File: src/rtl/sbox_config_loader.sv
// Switch-box column config loader: assembles a word stream in a shadow
// register and commits all select vectors atomically once it is complete.
module sbox_config_loader #(
  parameter int NUM_SB = 4,
  parameter int CFG_W  = 16,
  parameter int WORD_W = 8
) (
  input  logic                                        clk,
  input  logic                                        rst,
  input  logic                                        start,
  input  logic                                        abort,
  input  logic [WORD_W-1:0]                           in_data,
  input  logic                                        in_valid,
  output logic                                        in_ready,
  output logic [NUM_SB*CFG_W-1:0]                     cfg_out,
  output logic                                        busy,
  output logic                                        done,
  output logic                                        err,
  output logic [$clog2(NUM_SB*CFG_W/WORD_W+1)-1:0]    word_cnt
);

  localparam int TOT_W  = NUM_SB * CFG_W;
  localparam int NWORDS = TOT_W / WORD_W;
  localparam int CNT_W  = $clog2(NWORDS + 1);
  localparam logic [CNT_W-1:0] LAST = CNT_W'(NWORDS - 1);

  typedef enum logic [1:0] {
    S_IDLE   = 2'd0,
    S_LOAD   = 2'd1,
    S_COMMIT = 2'd2
  } state_t;

  state_t             r_state;
  state_t             w_state_nxt;
  logic [TOT_W-1:0]   r_shadow;
  logic [TOT_W-1:0]   r_cfg;
  logic [CNT_W-1:0]   r_cnt;
  logic               r_done;
  logic               r_err;

  logic               w_wr;
  logic               w_cnt_clr;
  logic               w_commit;
  logic               w_done_nxt;
  logic               w_err_nxt;

  // Next-state and control decode; abort wins over a coincident last word
  always_comb begin
    w_state_nxt = r_state;
    w_wr        = 1'b0;
    w_cnt_clr   = 1'b0;
    w_commit    = 1'b0;
    w_done_nxt  = 1'b0;
    w_err_nxt   = 1'b0;
    unique case (r_state)
      S_IDLE: begin
        if (start) begin
          w_state_nxt = S_LOAD;
          w_cnt_clr   = 1'b1;
        end
      end
      S_LOAD: begin
        if (abort) begin
          w_state_nxt = S_IDLE;
          w_cnt_clr   = 1'b1;
          w_err_nxt   = 1'b1;
        end else if (in_valid) begin
          w_wr = 1'b1;
          if (r_cnt == LAST)
            w_state_nxt = S_COMMIT;
        end
      end
      S_COMMIT: begin
        w_commit    = 1'b1;
        w_done_nxt  = 1'b1;
        w_state_nxt = S_IDLE;
      end
      default: w_state_nxt = S_IDLE;
    endcase
  end

  // State, counter, shadow assembly and atomic commit
  always_ff @(posedge clk) begin
    if (rst) begin
      r_state  <= S_IDLE;
      r_shadow <= '0;
      r_cfg    <= '0;
      r_cnt    <= '0;
      r_done   <= 1'b0;
      r_err    <= 1'b0;
    end else begin
      r_state <= w_state_nxt;
      r_done  <= w_done_nxt;
      r_err   <= w_err_nxt;
      if (w_cnt_clr)
        r_cnt <= '0;
      else if (w_wr)
        r_cnt <= r_cnt + 1'b1;
      for (int i = 0; i < NWORDS; i++) begin
        if (w_wr && (r_cnt == i[CNT_W-1:0]))
          r_shadow[i*WORD_W +: WORD_W] <= in_data;
      end
      if (w_commit)
        r_cfg <= r_shadow;
    end
  end

  assign in_ready = (r_state == S_LOAD);
  assign busy     = (r_state != S_IDLE);
  assign done     = r_done;
  assign err      = r_err;
  assign cfg_out  = r_cfg;
  assign word_cnt = r_cnt;

endmodule

File: config.mk
export PLATFORM = sky130hd
export DESIGN_NAME = sbox_config_loader
export DESIGN_NICKNAME = d
export VERILOG_FILES = /design/src/rtl/sbox_config_loader.sv
export SDC_FILE = /design/constraint.sdc
export NUM_CORES = 1
export LEC_CHECK = 0
export CORE_MARGIN = 1.5
export CORE_UTILIZATION = 41
export CTS_CLUSTER_DIAMETER = 60
export DETAILED_ROUTE_END_ITERATION = 6
export MAX_ROUTING_LAYER = met4
export PLACE_DENSITY_LB_ADDON = 0.3
export SLEW_MARGIN = 15
export SYNTH_ARGS = -nofsm -noshare
export SYNTH_HDL_FRONTEND = slang
export SYNTH_SLANG_ARGS = --single-unit
File: constraint.sdc
create_clock -name clk -period 1.76 [get_ports clk]
set_input_delay 0.264 -clock clk [delete_from_list [all_inputs] [get_ports clk]]
set_output_delay 0.264 -clock clk [all_outputs]
set_load 0.1 [all_outputs]
==> After elaboration in Yosys (flattened, before gate mapping) <==
Cells that the tools add are included.
{ "word_totals": {"register_bits": 136, "out_inout_bits": 72} }
{ "classes": {"n_addsub": 1, "n_eq_ne": 12, "mux": 12, "n_bitwise": 1, "n_reduce_logical": 14} }
{ "ops": {"columns": ["op", "n"], "rows": [
  ["4-bit by 3-bit equality test with 1-bit output (second input constant)", 4],
  ["4-bit by 2-bit equality test with 1-bit output (second input constant)", 2],
  ["1-bit logical AND", 8],
  ["2-bit two-way mux", 4],
  ["1-bit two-way mux", 6],
  ["4-bit by 1-bit adder with 4-bit output (second input constant)", 1],
  ["4-bit by 1-bit equality test with 1-bit output (second input constant)", 1],
  ["4-bit zero test", 1],
  ["2-bit one-hot mux with 2 select lines", 1],
  ["2-bit OR reduction", 2],
  ["3-bit by 2-bit != test with 1-bit output (second input constant)", 1],
  ["3-bit != test (second input constant)", 1],
  ["3-bit AND reduction", 1],
  ["2-bit by 1-bit equality test with 1-bit output (second input constant)", 1],
  ["2-bit equality test (second input constant)", 1],
  ["2-bit zero test", 1],
  ["2-bit != test (second input constant)", 1],
  ["1-bit one-hot mux with 2 select lines", 1],
  ["2-bit nonzero test", 1],
  ["1-bit inverter", 1]
]} }

==> Logic depth before layout (Yosys ltp) <==
{ "logic_depth": {"word_depth": 5, "depth_mapped": 6, "ltp_nobuf": 4} }

==> Least setup slack after synthesis <==
Ideal clock, no wire load.
{ "synth_path": {"path_type": "reg-to-reg", "from": "register r_state[0]", "to": "register r_err (netlist: err)", "setup_time_ps": 67, "t_arrival_ps": 2131, "required_time_ps": 1693, "slack_ps": -438, "path_stages_with_launch": 4, "path_buffers": 1, "synth_period_minus_slack_ps": 2198, "path_cell_list": "dfxtp_1 > buf_2 > nor2b_1 > and3b_1"} }
{ "synth_between": {"elab_chain_len": 3} }
{ "synth_lines": {"columns": ["item", "line", "text"], "rows": [
  ["start, declared", "33", "state_t r_state;"],
  ["start signal, assigned", "92", "r_state <= w_state_nxt;"],
  ["2-bit by 1-bit equality test with 1-bit output", null, null],
  ["via in_ready", "14", "output logic in_ready,"],
  ["1-bit inverter (no line)", null, null],
  ["2-bit OR reduction (no line)", null, null],
  ["end signal, assigned", "94", "r_err <= w_err_nxt;"],
  ["end, declared", "39", "logic r_err;"]
]} }
The timed path passes the listed nets, and every way through them passes these cells.
A chain may end at the register's enable or synchronous reset.

==> Worst setup path in the final report <==
{ "layout_path": {"from": "register r_state[0]", "to": "output in_ready"} }
{ "layout_between": {"elab_chain_len": 1} }
{ "layout_lines": {"columns": ["item", "line", "text"], "rows": [
  ["2-bit by 1-bit equality test with 1-bit output", "108", "assign in_ready = (r_state == S_LOAD);"],
  ["end, declared", "14", null]
]} }
No other way between the ends.

==> run_results.csv <==
group,metric,value,unit
final_layout,num_antenna_cells,0,
cts,cts_tree,"done",
critical_path,cp_cell_sequence,"nor2b_2, buf_12",
detailed_routing,vias_per_cell,4.92,
cts,cts_num_sinks,136,
sta,holdWs,261,ps
place,pre_cts_slack,-46.5,ps
hold_path,hold_path_class,"in2reg",
pwr,peakVddDrop,0.529,mV
detailed_routing,wirelength,12000,um
cts,cts-htree-levels,4,
critical_path,worstPathMaxFanout,9,
logic_synthesis,synth.avg_cell_area,9.34,um^2
critical_path,end_kind,"output pin",
global_route,antenna_found_initial,0,
cts,cts_buffers,17,
sta,max_clock_freq,0.596,GHz
logic_synthesis,synth_area_leaders,"dfxtp_1 52%, mux2i_1 11%, nand2_1 9.5%",
sta,worst_pin_slew,495,ps
critical_path,worst_path_largest_cell_delay,520,ps
pwr,power_frac_seq,44.5,%
pwr,p_per_area,924,nW/um^2
place,gp_congestion,0.778,
flow_run,drv_cap,0,
pwr,pwr-share-comb,3.4,%
global_route,grt-ovfl-total,0,
global_route,grt_first_pass_wirelength,20000,um
detailed_routing,drc,0,
logic_synthesis,ys_types,34,
detailed_routing,dr.pass1.iters,4,
sta,slew_violations,0,
hold_path,hold_depth,2,
sta,layout_setup_ws,83.1,ps
sta,rsz0062_at_grt,"no",
logic_synthesis,async_flop_share,0,%
final_layout,utilization,61.7,%
floorplan,coreArea,12200,um^2
detailed_routing,via_count,4020,
logic_synthesis,synth_warnings,0,
floorplan,dieWidth,116,um
cts,clk_pin_slew,60,ps
sta,fin_crit_sh,95.3,%
detailed_routing,drt_iter0_drc,207,
cts,cts_buffer_depth,2,
sta,max_slew_margin,67.0,%
place,port_buffers,84,
final_layout,drive_gt1_share,20.5,%
logic_synthesis,synthesis.area,5200,um^2
final_layout,area.growth.synth_to_final,44.8,%
final_layout,fin_nets,653,
logic_synthesis,ys_ff_latch,136,
critical_path,slowest_stage,"dfxtp_1",
logic_synthesis,syn_inst,557,
critical_path,worstSetupPathType,"reg2out",
logic_synthesis,yosys.area.top_type,"dfxtp_1",
floorplan,rows,40,
critical_path,required,1500,ps
sta,setup_viol,0,
final_layout,fillCellCount,997,
logic_synthesis,synth_nets,574,
logic_synthesis,yosys.area.top_type_share,52.3,%
cts,clk_latency,410,ps
floorplan,die_h,116,um
floorplan,io_pins,85,
cts,post_cts_resize_count,0,
floorplan,dieArea,13400,um^2
logic_synthesis,synth_seq_area_share,52.3,%
critical_path,startpoint_type,"register",
pwr,sw_frac_of_total,21.2,%
detailed_routing,ant_nets,0,
global_route,grt_max_degree,75,
floorplan,initial_core_util,42.6,%
detailed_routing,wl_per_cell,14.7,um
pwr,internal_power,5490,uW
cts,clockRootBuffer,"clkbuf_16",
pwr,switchingPower,1470,uW
pwr,leakagePower,0.00294,uW
critical_path,crit_arrival,1410,ps
pwr,clkPwrFrac,52.1,%
pwr,finalPower,6960,uW
logic_synthesis,synth_edf_count,0,
sta,hold_viol_final,0,
sta,clock_skew,7.05,ps
logic_synthesis,ys.flop_type,"dfxtp_1",
global_route,grt_pass1_vias,4033,
cts,cts_hold_buf,0,
cts,postCtsSetupBuffers,0,
sta,period_minus_slack,1680,ps
global_route,grtUsageTotal,20.0,%
critical_path,worstRegToRegCells,4,
place,dp_hpwl,8090,um
run_status,status,"finished clean",
## worst paths after layout
path	startpoint	end	slack, ps
setup / recovery	r_state[0]$_SDFFE_PP0P_	in_ready	80
hold / removal	rst	cfg_out[55]$_SDFFE_PP0P_	260
setup reg to reg	word_cnt[1]$_SDFFE_PP0P_	r_shadow[61]$_SDFFE_PP0P_	220
hold reg to reg	r_shadow[29]$_SDFFE_PP0P_	cfg_out[29]$_SDFFE_PP0P_	450
## through the flow
stage | instances | TNS [ps] | area, um^2
floorplan | 557 | 0 | 5210
detailed placement | 785 | -148 | 6930
global route | 817 | 0 | 7540
global placement | 785 | 0 | 6930
CTS | 817 | 0 | 7540
finish | 817 | 0 | 7540
## cell type report
class	instances	area, um^2	share of cell area, %
clock buffers	21	460	6.11
clock inverters	11	146	1.94
inverters	4	15.0	0.199
multi-input cells	381	2290	30.4
flip-flops and latches	136	2730	36.2
well taps	168	210	2.79
repair buffers	96	1690	22.4
## cells in the final DEF (no fill, tap or decap), drive strengths merged, types with 2 or more instances in the layout
master,n
nor2,4
clkinv,5
a21oi,76
clkinvlp,2
buf,85
bufinv,3
clkdlybuf4s50,11
nand2b,65
nand2,132
inv,5
clkbuf,21
or3,2
nor2b,2
dfxtp,136
o21ai,10
mux2i,57
and3,2
ha,4
nand3,16
## cells in the mapped netlist (2+ instances only)
cell and n:
o21ai_0 7, or3_1 2, ha_1 4, mux2i_1 57, nand3_4 6, nor2_1 3, dfxtp_1 136, nor2b_1 2
a21oi_1 76, buf_2 18, buf_6 2, nand3_1 9, nand2_1 132, nand2b_1 65, o21ai_1 3, inv_1 4
clkbuf_1 14
## logic make-up after synthesis
kind of cell	share of synthesized area, %
AO/OA/AOI/OAI	8.56
adder cells (fa/ha/maj)	0.962
buffers and inverters	3.92
flip-flops	52.3
multiplexers	11.0
AND/OR/NAND/NOR	23.3
## power groups by stage
| stage | logic [uW] | registers [uW] | clock network, uW |
|---|---|---|---|
| floorplan | 138 | 3160 | 0 |
| global placement | 237 | 3160 | 0 |
| detailed placement | 239 | 3160 | 0 |
| CTS | 240 | 3090 | 3660 |
| global route | 253 | 3090 | 3820 |
| finish | 239 | 3090 | 3630 |
## flip-flops by register name (all words and copies together), names as in the netlist
name and flops:
cfg_out 64, r_shadow 64, word_cnt 4, r_state 2
done 1, err 1
## critical path: cells and delay by family (launching register included)
family        cells  cell delay (ps)
buf+inv           1              200
flops             1              520
simple gates      1              280
## layer usage
metal / global-route usage, % / part of all wire [%] / up-vias
li1: - / - / 1998
met2: 30.6 / 47 / 117
met5: - / 0 / -
met4: 5.61 / 0.63 / 0
met1: 26.0 / 47 / 1899
met3: 5.65 / 5.5 / 6
(Power assumes the default switching activity.)
==> patch 1, RTL diff (same settings) <==
Register the output `err` once more, with the module's reset; this adds one clock of latency there. The other outputs are not delayed to match.
--- a/src/rtl/sbox_config_loader.sv
+++ b/src/rtl/sbox_config_loader.sv
@@ -108,7 +108,13 @@
   assign in_ready = (r_state == S_LOAD);
   assign busy     = (r_state != S_IDLE);
   assign done     = r_done;
-  assign err      = r_err;
+  always_ff @(posedge clk) begin
+    if (rst) begin
+      err <= '0;
+    end else begin
+      err <= r_err;
+    end
+  end
   assign cfg_out  = r_cfg;
   assign word_cnt = r_cnt;
 
Function: changed (Yosys sat finds a counterexample within 4 cycles, from zero or initial values and one cycle with rst high).
==> patch 1 against the unedited design <==
Worst setup slack worse by 17 ps. Critical path depth stayed put. Wire length rose by 1.9%. Total power rose by 2.0%. Cell area is 0.63% higher. Sequential cell count rose by 1. Area after synthesis grew 0.53%. Core utilization fell by 1.1 points. Largest cell class unchanged. Highest routed layer unchanged.
==> patch 1: results (changes against the unedited design) <==
outcome completed; Post-synth top cells dfxtp_1, nand2_1, a21oi_1; Crit path max-delay family flip-flops; Overall Global Routing Usage 20.2% (+0.18 points); Max Root-Sink Buffers 2 (unchanged); first-pass GRT wire length 20100 um (+0.87%); WL per Instance 14.9 um (+1.2%); highest-delay cell along the critical path dfxtp_1; Worst Clk Skew 10.5 ps (+3.47 ps); asr flop ratio synth 0% (unchanged); largest net degree at the start of global routing 67 (-11%); leakage 2.95 nW (+0.56%); delay of the slowest critical-path stage 530 ps; number of cells on the worst hold path 2 (unchanged); peak supply drop 655 uV (+24%); initial drt markers 212 (+2.4%); Clock transition at path regs 60 ps (about the same); clk_lat worst skew 410 ps (about the same); HP Start rst; vias in the first global route 4059 (+0.64%); Final GP Congestion 0.807 (+3.8%); H-tree levels 4 (unchanged); Slew headroom 65.9% (-1.1 points); Worst Hold Margin 244 ps (-16.4 ps); TritonCTS buffer count 17 (unchanged); Synth Warn # 0 (unchanged); Crit path arrival time 1430 ps (+20 ps); r2r setup slk 210 ps; Top FF cell, synth dfxtp_1; 1st-pass router iterations 4 (unchanged); clk root buf clkbuf_16; Net Count, Synth 576 (+0.35%); Nets 656 (+0.46%); reg2reg start r_state[0]; reg2reg end r_shadow[18]; hold endpoint r_shadow[60]; number of distinct library cells after synthesis 34 (unchanged); Seq/Total Area, Yosys 52.4% (+0.11 points); Ant. Diodes 0 (unchanged); layout cells sized above 1 20.6% (+0.091 points); PostCTS Resize Cnt 0 (unchanged); initial antenna violation count 0 (unchanged); Final HPWL DP 8370 um (+3.4%); vias per inst 4.94 (+0.46%); port bufs 84 (unchanged); worst-path fanout max 9 (unchanged); worst hold path class in -> reg; R2R depth 4 (unchanged); top post-synthesis cells by area dfxtp_1, mux2i_1, nand2_1, nand2b_1, a21oi_1
## patch 1: cell type report
cell class                 instances  area, um^2
fill                            1028        4930
sequential                       137        2750
multi-input combinational        382        2300
timing repair buffer              97        1680
clock buffer                      20         457
tap                              172         215
clock inverter                    11         171
inverter                           4        15.0
## patch 1: where the power goes
group	leakage (nW)	total, mW	switching (mW)	internal [mW]
Combinational	1.54	0.237	0.143	0.0945
Sequential	1.11	3.12	0.00892	3.11
Clock	0.302	3.74	1.30	2.44
## patch 1: stage by stage
| step | std cells | worst slack, ps | cell area (um^2) |
|---|---|---|---|
| after global routing | 823 | 13.7 | 7580 |
| final | 823 | 66.5 | 7580 |
| after detailed placement | 791 | -11.0 | 6950 |
| after floorplan | 559 | 32.7 | 5240 |
| after global placement | 791 | 38.4 | 6950 |
| after CTS | 822 | 53.0 | 7580 |
## patch 1: worst max path at each step
stage                startpoint            to  slack [ps]
floorplan           word_cnt[1]  r_shadow[56]          30
global placement          abort  r_shadow[42]          40
detailed placement     in_valid  r_shadow[57]         -10
CTS                  r_state[0]      in_ready          50
global route         r_state[0]      in_ready          10
finish               r_state[0]      in_ready          70
## patch 1: cells by family (layout without fill, tap and decap cells)
kind of cell / count (synthesis) / in the layout / share of synthesized area, %
fa+ha+maj: 4 / 4 / 0.957
simple gates: 233 / 233 / 23.3
mux: 57 / 57 / 10.9
compound gates: 88 / 88 / 8.51
flops: 137 / 137 / 52.4
buf+inv: 40 / 132 / 3.92
## patch 1: metal layers
layer	share of wire, %	track usage, %	routed length (um)	vias up
met1	46	25.4	5640	1922
met2	48	31.1	5840	120
met3	4.8	5.18	592	19
met5	0	-	0	-
li1	-	-	-	2007
met4	1.7	7.89	204	0
## patch 1: what timing repair did
item	CTS	global route
endpoints found under the setup margin	0	1
hold endpoints to repair	0	0
buffers inserted	0	1
==> patch 2, RTL diff (same settings) <==
Without the edit above. The parameter `WORD_W` goes from 8 to 32.
--- a/src/rtl/sbox_config_loader.sv
+++ b/src/rtl/sbox_config_loader.sv
@@ -3,7 +3,7 @@
 module sbox_config_loader #(
   parameter int NUM_SB = 4,
   parameter int CFG_W  = 16,
-  parameter int WORD_W = 8
+  parameter int WORD_W = 32
 ) (
   input  logic                                        clk,
   input  logic                                        rst,
Ports: changed (resized in_data and word_cnt); port bits go from 85 to 107. The function was not compared with the original's and may differ.
==> patch 2 against the unedited design <==
Worst setup slack better by 74 ps. Wire length is 4.5% lower. Sequential cell count is 2 lower. Area after synthesis is 1.5% lower. Total power is 3.0% higher. Cell area is 4.9% lower. Synthesized cell count is 0.72% lower.
==> patch 2: results (changes against the unedited design) <==
outcome completed; GR Util met2 30.5% (-0.15 points); Overall Global Routing Usage 18.9% (-1.0 points); Top FF cell, synth dfxtp_1; 1st-pass router iterations 4 (unchanged); via count 3912 (-2.7%); H-tree levels 4 (unchanged); clk root buf clkbuf_16; first-pass GRT wire length 19000 um (-5.0%); postcts setup bufs 0 (unchanged); GRT Max-Usage Layer met2; WL final 11500 um (-4.5%); Crit path max-delay family flip-flops; worst hold path class in -> reg; number of distinct library cells after synthesis 28 (-18%); layout cells sized above 1 18.6% (-1.9 points); Post-synth top cells dfxtp_1, nand2_1, nand2b_1; Synth Warn # 0 (unchanged); peak supply drop 600 uV (+13%); port bufs 106 (+26%); Max Root-Sink Buffers 2 (unchanged); Final Hold Vio Count 0 (unchanged); met1 Resource Use GR 23.5% (-2.5 points); Final HPWL DP 7810 um (-3.5%); Clock transition at path regs 60 ps (about the same); delay of the slowest critical-path stage 400 ps (-120 ps); Seq/Total Area, Yosys 52.3% (about the same); endpoints failing setup 0 (unchanged); Nets 693 (+6.1%); TritonCTS buffer count 17 (unchanged); worst-margin pin slew 381 ps (-114 ps); clk_lat worst skew 410 ps (about the same); largest net degree at the start of global routing 65 (-13%); M3 GR Usage 4.48% (-1.2 points); top post-synthesis cells by area dfxtp_1, mux2i_1, nand2b_1, nand2_1, a21oi_1; asr flop ratio synth 0% (unchanged); Net Count, Synth 592 (+3.1%); met3 routed WL 494 um (-25%); Final GP Congestion 0.737 (-5.2%); Worst Clk Skew 8.28 ps (+1.23 ps); initial antenna violation count 0 (unchanged); Ant. Diodes 0 (unchanged); DR WL met2 5550 um (-1.8%); leakage 2.79 nW (-4.9%); Post-Route M1 WL 5360 um (-5.3%); initial drt markers 204 (-1.4%); top layer in use met4; worst-path fanout max 8 (-1); PostCTS Resize Cnt 0 (unchanged)
## patch 2: changes by cell type in the layout (fill, tap and decap cells not counted), sizes merged, moves of 2 or more
cell and delta:
nand2b +31, clkinv -4, a21oi -12, o21ai -10, clkdlybuf4s50 +24, or3 -2
nand3 -16, mux2i +9, and3 -2, ha -2, clkinvlp +3, and2 +2
dfxtp -2
## patch 2: final timing paths
kind	to	slack (ps)	cells past startpoint	from
min reg2reg	cfg_out[8]	450	2	r_shadow[8]
max	busy	160	2	r_state[0]
max reg2reg	r_shadow[49]	220	4	r_state[0]
min	cfg_out[35]	290	2	rst
## patch 2: final cells by class
class,instances,area [um^2]
clock buffer,21,470
tap,168,210
clock inverter,11,171
timing repair buffer,121,1380
sequential,134,2690
multi-input combinational,377,2230
fill,1054,4950
inverter,3,11.3
## patch 2: power by group
group | switching (mW) | total [mW] | internal [mW]
clock network | 1.28 | 3.77 | 2.49
logic | 0.156 | 0.328 | 0.173
registers | 0.0146 | 3.07 | 3.05
## patch 2: kinds of logic (layout without fill, tap and decap cells)
kind of cell               count (synthesis)  after routing  synth area share, %
adders and majority gates                  2              2                0.488
xor gates and xnor gates                   1              1                0.171
DFF                                      134            134                 52.3
and+or+nand+nor                          242            242                 23.3
AOI/OAI and AO/OA                         66             66                 6.52
buffers and inverters                     42            156                 4.32
muxes                                     66             66                 12.9
## patch 2: through the flow
stage / hold WS, ps / area [um^2] / utilization [%] / worst slack (ps) / std cells
global route: 293 / 7160 / 59.1 / 74.9 / 835
CTS: 269 / 7160 / 59.1 / 138 / 835
finish: 288 / 7160 / 59.1 / 157 / 835
floorplan: 404 / 5130 / - / 133 / 553
global placement: 438 / 6520 / 53.8 / 22.6 / 803
detailed placement: 443 / 6520 / 53.8 / -20.9 / 803
